==> src/rtl/regfile_wb_arbiter.sv <==
// -----------------------------------------------------------------------------
// regfile_wb_arbiter
//   Sole write-port controller for the 32x32 register file. Two requesters share
//   the write port: A (pipeline writeback) and B (multi-cycle load / mul-div
//   unit). A 32-entry busy scoreboard lets decode stall on operands whose writes
//   are still pending.
//
//   Configuration macro: STARVE_GUARD_EN
//     defined     : B is forced to win after losing MAX_WAIT consecutive cycles.
//     not defined : strict fixed priority, A always beats B (B may starve).
//
// Ports
//   clk, reset_n                 rising-edge clock, async active-low reset
//   a_valid/a_addr/a_data        requester A write request
//   a_ready                      A accepted this cycle (combinational grant)
//   b_valid/b_addr/b_data        requester B write request
//   b_ready                      B accepted this cycle (combinational grant)
//   rsv_valid/rsv_addr           issue-time reservation of a destination register
//   rd1_addr/rd2_addr            decode read addresses
//   rd1_busy/rd2_busy            pending-write flags for the read addresses
//   rf_we/rf_writeaddr/rf_writedata  registered write port to the register file
// -----------------------------------------------------------------------------
module regfile_wb_arbiter #(
  parameter int unsigned MAX_WAIT = 3
) (
  input  logic        clk,
  input  logic        reset_n,
  input  logic        a_valid,
  input  logic [4:0]  a_addr,
  input  logic [31:0] a_data,
  output logic        a_ready,
  input  logic        b_valid,
  input  logic [4:0]  b_addr,
  input  logic [31:0] b_data,
  output logic        b_ready,
  input  logic        rsv_valid,
  input  logic [4:0]  rsv_addr,
  input  logic [4:0]  rd1_addr,
  input  logic [4:0]  rd2_addr,
  output logic        rd1_busy,
  output logic        rd2_busy,
  output logic        rf_we,
  output logic [4:0]  rf_writeaddr,
  output logic [31:0] rf_writedata
);

  logic        grant_a_s;
  logic        grant_b_s;
  logic        force_b_s;
  logic [31:0] busy_r;
  logic [31:0] busy_next_s;

  // Elaboration-time range check on the starvation limit
  if ((MAX_WAIT < 1) || (MAX_WAIT > 15)) begin : g_bad_max_wait
    $error("regfile_wb_arbiter: MAX_WAIT must be within 1..15");
  end

`ifdef STARVE_GUARD_EN
  localparam logic [3:0] WAIT_LIMIT = 4'(MAX_WAIT);

  logic [3:0] wait_cnt_r;

  // Starvation counter: consecutive cycles B was valid but lost arbitration
  always_ff @(posedge clk or negedge reset_n) begin
    if (!reset_n) begin
      wait_cnt_r <= 4'd0;
    end else if (!b_valid || grant_b_s) begin
      wait_cnt_r <= 4'd0;
    end else if (wait_cnt_r != WAIT_LIMIT) begin
      wait_cnt_r <= wait_cnt_r + 4'd1;
    end else begin
      wait_cnt_r <= wait_cnt_r;
    end
  end

  assign force_b_s = (wait_cnt_r == WAIT_LIMIT);
`else
  assign force_b_s = 1'b0;
`endif

  // Single-winner grant; nothing is granted while reset is asserted
  always_comb begin
    grant_a_s = 1'b0;
    grant_b_s = 1'b0;
    if (!reset_n) begin
      grant_a_s = 1'b0;
      grant_b_s = 1'b0;
    end else if (a_valid && b_valid) begin
      if (force_b_s) begin
        grant_b_s = 1'b1;
      end else begin
        grant_a_s = 1'b1;
      end
    end else if (a_valid) begin
      grant_a_s = 1'b1;
    end else if (b_valid) begin
      grant_b_s = 1'b1;
    end else begin
      grant_a_s = 1'b0;
      grant_b_s = 1'b0;
    end
  end

  assign a_ready = grant_a_s;
  assign b_ready = grant_b_s;

  // Write stage: a grant implies a transfer; writes to r0 are accepted but dropped
  always_ff @(posedge clk or negedge reset_n) begin
    if (!reset_n) begin
      rf_we        <= 1'b0;
      rf_writeaddr <= 5'd0;
      rf_writedata <= 32'd0;
    end else if (grant_a_s) begin
      rf_we        <= (a_addr != 5'd0);
      rf_writeaddr <= a_addr;
      rf_writedata <= a_data;
    end else if (grant_b_s) begin
      rf_we        <= (b_addr != 5'd0);
      rf_writeaddr <= b_addr;
      rf_writedata <= b_data;
    end else begin
      rf_we        <= 1'b0;
      rf_writeaddr <= rf_writeaddr;
      rf_writedata <= rf_writedata;
    end
  end

  // Scoreboard update: commit clears first, then a new reservation sets, so a
  // newer producer on the commit edge keeps the register busy
  always_comb begin
    busy_next_s = busy_r;
    if (rf_we) begin
      busy_next_s[rf_writeaddr] = 1'b0;
    end else begin
      busy_next_s = busy_next_s;
    end
    if (rsv_valid && (rsv_addr != 5'd0)) begin
      busy_next_s[rsv_addr] = 1'b1;
    end else begin
      busy_next_s = busy_next_s;
    end
    busy_next_s[0] = 1'b0;
  end

  // Scoreboard register
  always_ff @(posedge clk or negedge reset_n) begin
    if (!reset_n) begin
      busy_r <= 32'd0;
    end else begin
      busy_r <= busy_next_s;
    end
  end

  assign rd1_busy = busy_r[rd1_addr] & (rd1_addr != 5'd0);
  assign rd2_busy = busy_r[rd2_addr] & (rd2_addr != 5'd0);

endmodule

==> config.mk <==
export PLATFORM = sky130hd
export DESIGN_NAME = regfile_wb_arbiter
export DESIGN_NICKNAME = d
export VERILOG_FILES = /design/src/rtl/regfile_wb_arbiter.sv
export SDC_FILE = /design/constraint.sdc
export NUM_CORES = 1
export LEC_CHECK = 0
export CORE_MARGIN = 2
export CORE_UTILIZATION = 41
export CTS_CLUSTER_DIAMETER = 200
export DETAILED_ROUTE_END_ITERATION = 7
export PLACE_DENSITY = 0.75
export SLEW_MARGIN = 20
export SYNTH_ARGS = -nofsm -noshare
export SYNTH_HDL_FRONTEND = slang
export SYNTH_SLANG_ARGS = --single-unit
==> constraint.sdc <==
create_clock -name clk -period 2.11 [get_ports clk]
set_clock_uncertainty 0.2 [all_clocks]
set_input_delay 0.5275 -clock clk [delete_from_list [all_inputs] [get_ports clk]]
set_output_delay 0.5275 -clock clk [all_outputs]
set_load 0.02 [all_outputs]
==> results.ini <==
[logic_synthesis]
synth_area_um2 = 3731
synth_seq_cells = 69
synth_cell_types = 42
synthArstFlopShare_pct = 100.0
synth_ff_type = dfrtp_1
synth_top_area_share_pct = 46.28
synth_nets = 471
netlist_instances = 377
yosysSeqAreaShare_pct = 46.28
synth_area_leaders = dfrtp_1 46%, o21ai_0 13%, mux2i_1 13%
synth-edff-count = 0
syn_area_per_cell_um2 = 9.897
synth_top_area_cell = dfrtp_1
yosysWarningCount = 0

[critical_path]
crit_path_end = rd1_busy
end_kind = primary output
cp_num_buf_inv = 2
cp.depth = 6
cpPeakStageDelay_ns = 0.33
r2r_start = rf_writeaddr[1]
r2r_slack_ns = 0.50
worstSetupPathType = in -> out
cp.arrival_ns = 1.96
cp_slowest_cell = mux2_4
reg2reg_depth = 3
critPathRequiredTime_ns = 1.38
worstReg2RegEnd = busy_r[16]
cpLargestDelayFamily = compound AO/OA/AOI/OAI gates
path_cells = clkdlybuf4s15_2 -> mux2_4 -> a311oi_2 -> a2111oi_2 -> a221o_1 -> buf_6
critPathLaunchType = primary input
startpoint = rd1_addr[3]
path_max_fanout = 5

[sta]
slew_viol_final = 0
finalHoldViolCount = 0
grt_setup_unrepaired = yes
fin_ws_ns = -0.5747
setup_viol = 2
fmax_mhz = 372.5
tightest_slew_ns = 0.8546
finalCritPeriodShare_pct = 127.2
min_period_ns = 2.685
relSlewSlack_pct = 43.03

[clock_network]
clock_latency_ns = 0.34
root_buffer = clkbuf_8
cts.sink_count = 69
htreeDepth = 3
cts_tree = done
clk_pin_slew_worst_paths_ns = 0.07
cts_buffers = 9
cts_max_path_buffers = 2

[place]
dpl.hpwl_um = 8807
place_congestion = 0.9123
post_dp_cell_area_um2 = 5329
io_buffers = 135

[finish]
num-nets-final = 625
fillers = 731
regArea_um2 = 1727
drive_gt1_share_pct = 16.04
diodes = 0
multi_input_area_um2 = 1961
fin_area_um2 = 5634
final_util_pct = 64.29
syn_to_final_growth_pct = 51.01

[die]
num_rows = 34
die-area_um2 = 9879
start_util_pct = 42.58
core_region_area_um2 = 8763
die_width_um = 99.40
dieHeight_um = 99.40
pin_count = 136

[flow_run]
drv_cap = 0

[power_and_ir_drop]
ir_drop_mv = 0.4210
fin_total_pwr_mw = 4.378
cellLeakagePower_nw = 2.418
p_per_area_nw_per_um2 = 777.1

[routing]
vias_per_cell = 5.536
drt-total-wl_um = 11470
ant_nets = 0
drt-initial-drc-count = 252
num_vias = 3565
wl_per_cell_um = 17.81
drc = 0
firstDrtPassIters = 4

[global_routing]
grt_max_degree = 70
grt-ovfl-total = 0
grt_first_pass_wirelength_um = 18000
grt_use_total_pct = 23.43
grt_pass1_vias = 3658
antenna_found_initial = 0

[status]
status = finished with violations
violations = setup timing

[worst_hold_path]
hold_class = reg -> reg

layer usage:
layer	global-route usage [%]	vias up	routed length [µm]
met5	0	-	0
met4	9.589	0	311
met2	39.76	171	5796
met3	5.833	31	938
met1	28.60	1672	4423
li1	-	1691	-
how the worst min path moves through the flow:
stage,to,slack [ns],depth (start not counted),from
2_1_floorplan,busy_r[10],0.03,0,reset_n
6_report,rf_writedata[14],0.28,2,rf_writedata[14]
3_5_place_dp,rf_writedata[14],0.27,2,rf_writedata[14]
4_1_cts,rf_writedata[14],0.28,2,rf_writedata[14]
3_3_place_gp,rf_writedata[25],0.26,2,rf_writedata[25]
5_1_grt,rf_writedata[14],0.31,2,rf_writedata[14]
cells in the final DEF (no fill, tap or decap), drive strengths merged, types with 3 or more instances in the layout:
master,count
nand2,49
nand3,6
inv,3
a2111oi,4
nor2,8
nand3b,9
mux2i,49
clkbuf,12
clkdlybuf4s15,4
nor2b,5
dlygate4sd2,5
mux2,8
buf,42
mux4,4
nand2b,3
dfrtp,69
o21ai,101
clkdlybuf4s50,118
power breakdown:
| part | total, mW | internal, mW | switching, mW |
|---|---|---|---|
| clock network | 1.06 | 0.575 | 0.486 |
| registers | 1.89 | 1.63 | 0.262 |
| logic | 1.42 | 0.744 | 0.678 |
timing repair:
| item | in CTS | in global routing |
|---|---|---|
| endpoints found under the setup margin | 7 | 2 |
| setup buffers | 4 | 0 |
| gates resized for setup | 65 | 5 |
| gates cloned | 0 | 0 |
| pin swaps | 5 | 0 |
| hold buffers | 0 | 0 |
Yosys cell counts (all sizes together), types with 4 or more instances:
cell type    n
a2111oi      4
buf         12
clkbuf      14
dfrtp       69
mux2         8
mux2i       49
mux4         4
nand2       49
nand3        6
nand3b       9
nor2         8
nor2b        5
o21ai      101
sequential cells by signal (all words and copies together) (netlist names):
name / flops
rf_writeaddr: 5
busy_r: 31
rf_writedata: 32
rf_we: 1
tightest hold or removal path, delay by kind of cell, from the launching register on:
kind	cells	cell delay, ns
and+or+nand+nor	1	0.04
AOI/OAI and AO/OA	1	0.06
DFF	1	0.34
stage by stage:
stage	worst slack, ns	cells	hold slack, ns	TNS, ns
CTS	-0.5213	644	0.2848	-1.031
finish	-0.5747	644	0.2777	-1.093
global placement	-1.345	624	0.2619	-6.812
global route	-0.6265	644	0.3096	-1.215
floorplan	-0.1923	377	0.03191	-0.3843
detailed placement	-1.341	624	0.2698	-7.912
final cells by class:
type	count	share of cell area [%]
Clock inverter	4	0.8439
Multi-Input combinational cell	279	34.80
Inverter	3	0.1999
Tap cell	108	2.398
Timing Repair Buffer	169	28.54
Clock buffer	12	2.576
Sequential cell	69	30.65
cells by family (layout without fill, tap and decap cells):
kind of cell	count (synthesis)	in the layout	share of synthesized area, %
AO/OA/AOI/OAI	122	122	18.31
AND/OR/NAND/NOR	96	96	13.18
flip-flops	69	69	46.28
multiplexers	61	61	18.38
buffers and inverters	29	188	3.856
Note: power is estimated with default switching activity, not from simulation.
==> edit, RTL diff (same settings) <==
The option `STARVE_GUARD_EN` is turned on by a define.
--- a/src/rtl/regfile_wb_arbiter.sv
+++ b/src/rtl/regfile_wb_arbiter.sv
@@ -22,2 +22,4 @@
 // -----------------------------------------------------------------------------
+`define STARVE_GUARD_EN
+
 module regfile_wb_arbiter #(
Formal check against the unedited RTL: not equivalent (a bounded check fails within 4 cycles, from zero or initial values and one cycle with reset_n low).
==> edit against the unedited design <==
The flow still finishes with violations (setup timing); routed wire length barely moved; final area rose by 1.7%; area after synthesis fell by 1.0%; die area fell by 1.0%; non-clock buffer count rose by 8; worst hold slack got worse by 0.17 ns; setup slack got worse by 0.10 ns; clock power rose by 8%; sequential share of layout area rose by 1.2 points; maximum frequency fell by 3.7%; total power rose by 4.5%; sequential cell count rose by 4; critical endpoint unchanged; largest cell class is now registers; largest power group unchanged.
==> edit: results (changes against the unedited design) <==
- Run status: finished, violations left (unchanged).
- Failing checks: setup timing (unchanged).
- The detailed-route via count came to 3583 (was 3565).
* Final routed wire length divided by cell count: 18.7 microns (was 17.8 microns)
* Path class of the lowest-slack min-delay path: primary input to async pin (was flip-flop to flip-flop)
- Leak Pwr: 2.46 nW (was 2.42 nW)
- The later-pin clock latency in the skew report was 0.36 ns (was 0.34 ns).
* Largest net degree at the start of global routing: 52 (was 70)
- The distinct cell type count of the synthesized netlist is 39 (was 42).
- The cell area after placement was 5360 sq um (was 5330 sq um).
* Post-cts repair resize count: 61 (was 65)
- Number of global-route vias before repair: 3690 (was 3658)
- The largest vdd supply drop is 0.464 mV (was 0.421 mV).
- Largest fanout on the critical path: 2 (was 5)
* Total Routing Usage GR: 23.6% (was 23.4%)
- The global-route wire length before repair is 18200 microns (was 18000 microns).
* Final nets: 596 (was 625)
* Cell with the biggest individual delay on the critical path: sky130_fd_sc_hd__mux4_2 (was sky130_fd_sc_hd__mux2_4)
* Worst stage delay on the critical path: 0.47 ns (was 0.33 ns)
- Dpl hpwl: 8380 microns (was 8810 microns)
- Leading cell types by count after synthesis: sky130_fd_sc_hd__dfrtp_1, sky130_fd_sc_hd__o21ai_0, sky130_fd_sc_hd__inv_1, sky130_fd_sc_hd__a222oi_1, sky130_fd_sc_hd__nand2_1 (was sky130_fd_sc_hd__o21ai_0, sky130_fd_sc_hd__dfrtp_1, sky130_fd_sc_hd__mux2i_1, sky130_fd_sc_hd__nand2_1, sky130_fd_sc_hd__clkbuf_1).
- The violation count after the first detailed-route iteration is 233 (was 252).
- Final-layout fill cell count: 657 (was 731)
* Worst path setup slack after routing: -0.678 ns (was -0.575 ns)
* Arrival time at the worst endpoint: 2.06 ns (was 1.96 ns)
* Cells taking the most area after synthesis: sky130_fd_sc_hd__dfrtp_1, sky130_fd_sc_hd__o21ai_0, sky130_fd_sc_hd__a222oi_1 (was sky130_fd_sc_hd__dfrtp_1, sky130_fd_sc_hd__o21ai_0, sky130_fd_sc_hd__mux2i_1)
- Clock buffers created by TritonCTS: 9 (unchanged)
* Worst path top cell family by delay: multiplexers (was compound AO/OA/AOI/OAI gates)
- Total setup buffers inserted after CTS: 5 (was 4)
- Post-synthesis sequential area ratio: 49.5% (was 46.3%)
- The global placement routability congestion is 0.882 (was 0.912).
- The setup-violating endpoint count in the final report came to 4 (was 2).
- The slew at the pin closest to its max-slew limit was 0.658 ns (was 0.855 ns).
- The fraction of final layout cells sized beyond drive strength 1 is 20.0% (was 16.0%).
- The hold-fix buffer count after cts was 1 (was 0).
[edit: worst paths after layout]
check / from / end / slack, ns / cells after the start
worst max-delay path: busy_r[8]$_DFF_PN0_ / rd1_busy / -0.68 / 5
worst min-delay path: reset_n / rf_writedata[4]$_DFFE_PN0P_ / 0.10 / 2
worst max register to register: wait_cnt_r[1]$_DFFE_PN0P_ / rf_writedata[18]$_DFFE_PN0P_ / 0.10 / 7
worst min register to register: rf_writedata[30]$_DFFE_PN0P_ / rf_writedata[30]$_DFFE_PN0P_ / 0.29 / 2
max in group asynchronous: reset_n / rf_writedata[31]$_DFFE_PN0P_ / 0.94 / 3
min in group clk: rf_writedata[30]$_DFFE_PN0P_ / rf_writedata[30]$_DFFE_PN0P_ / 0.29 / 2
[edit: area by class of cell]
cell class / count / share of cell area [%]
flip-flops and latches: 73 / 31.9
repair buffers: 177 / 30.5
multi-input cells: 210 / 29.7
clock buffers: 10 / 2.40
well taps: 108 / 2.36
inverters: 30 / 1.97
clock inverters: 6 / 1.16
[edit: metal layers]
metal	vias to the layer above	track usage (%)	wire, microns
met2	178	40.3	5810
met5	-	0	0
met1	1764	27.1	4150
met3	23	7.87	1240
li1	1618	-	-
met4	0	9.80	255
[edit: kinds of logic (layout without fill, tap and decap cells)]
kind of cell	after synthesis	after routing	share of synthesized area, %
fa+ha+maj	1	1	0.339
simple gates	69	69	11.1
mux	28	28	13.1
buf+inv	50	223	5.93
xor+xnor	1	1	0.237
flops	73	73	49.5
compound gates	111	111	19.8
[edit: per-stage QoR]
step | setup TNS [ns] | utilization, % | cells | power [mW] | setup WS, ns
6_report | -1.76 | 65.7 | 614 | 4.57 | -0.678
5_1_grt | -2.00 | 65.7 | 614 | 4.80 | -0.766
4_1_cts | -1.68 | 64.7 | 612 | 4.55 | -0.676
3_5_place_dp | -11.61 | 61.4 | 591 | 3.40 | -1.46
3_3_place_gp | -10.42 | 61.4 | 591 | 3.35 | -1.45
2_1_floorplan | -0.712 | - | 333 | 2.66 | -0.383
[edit: power breakdown]
part           switching [mW]  total, mW  internal (mW)
clock network           0.561       1.14          0.580
registers               0.255       1.97           1.72
logic                   0.638       1.46          0.821
[edit: worst register-to-register path, stage by stage (launching register included)]
cell                       delay [ns]
sky130_fd_sc_hd__dfrtp_1         0.36
sky130_fd_sc_hd__ha_2            0.19
sky130_fd_sc_hd__buf_6           0.10
sky130_fd_sc_hd__nor3b_4         0.24
sky130_fd_sc_hd__a21oi_4         0.11
sky130_fd_sc_hd__buf_8           0.20
sky130_fd_sc_hd__a222oi_1        0.42
sky130_fd_sc_hd__inv_1           0.08
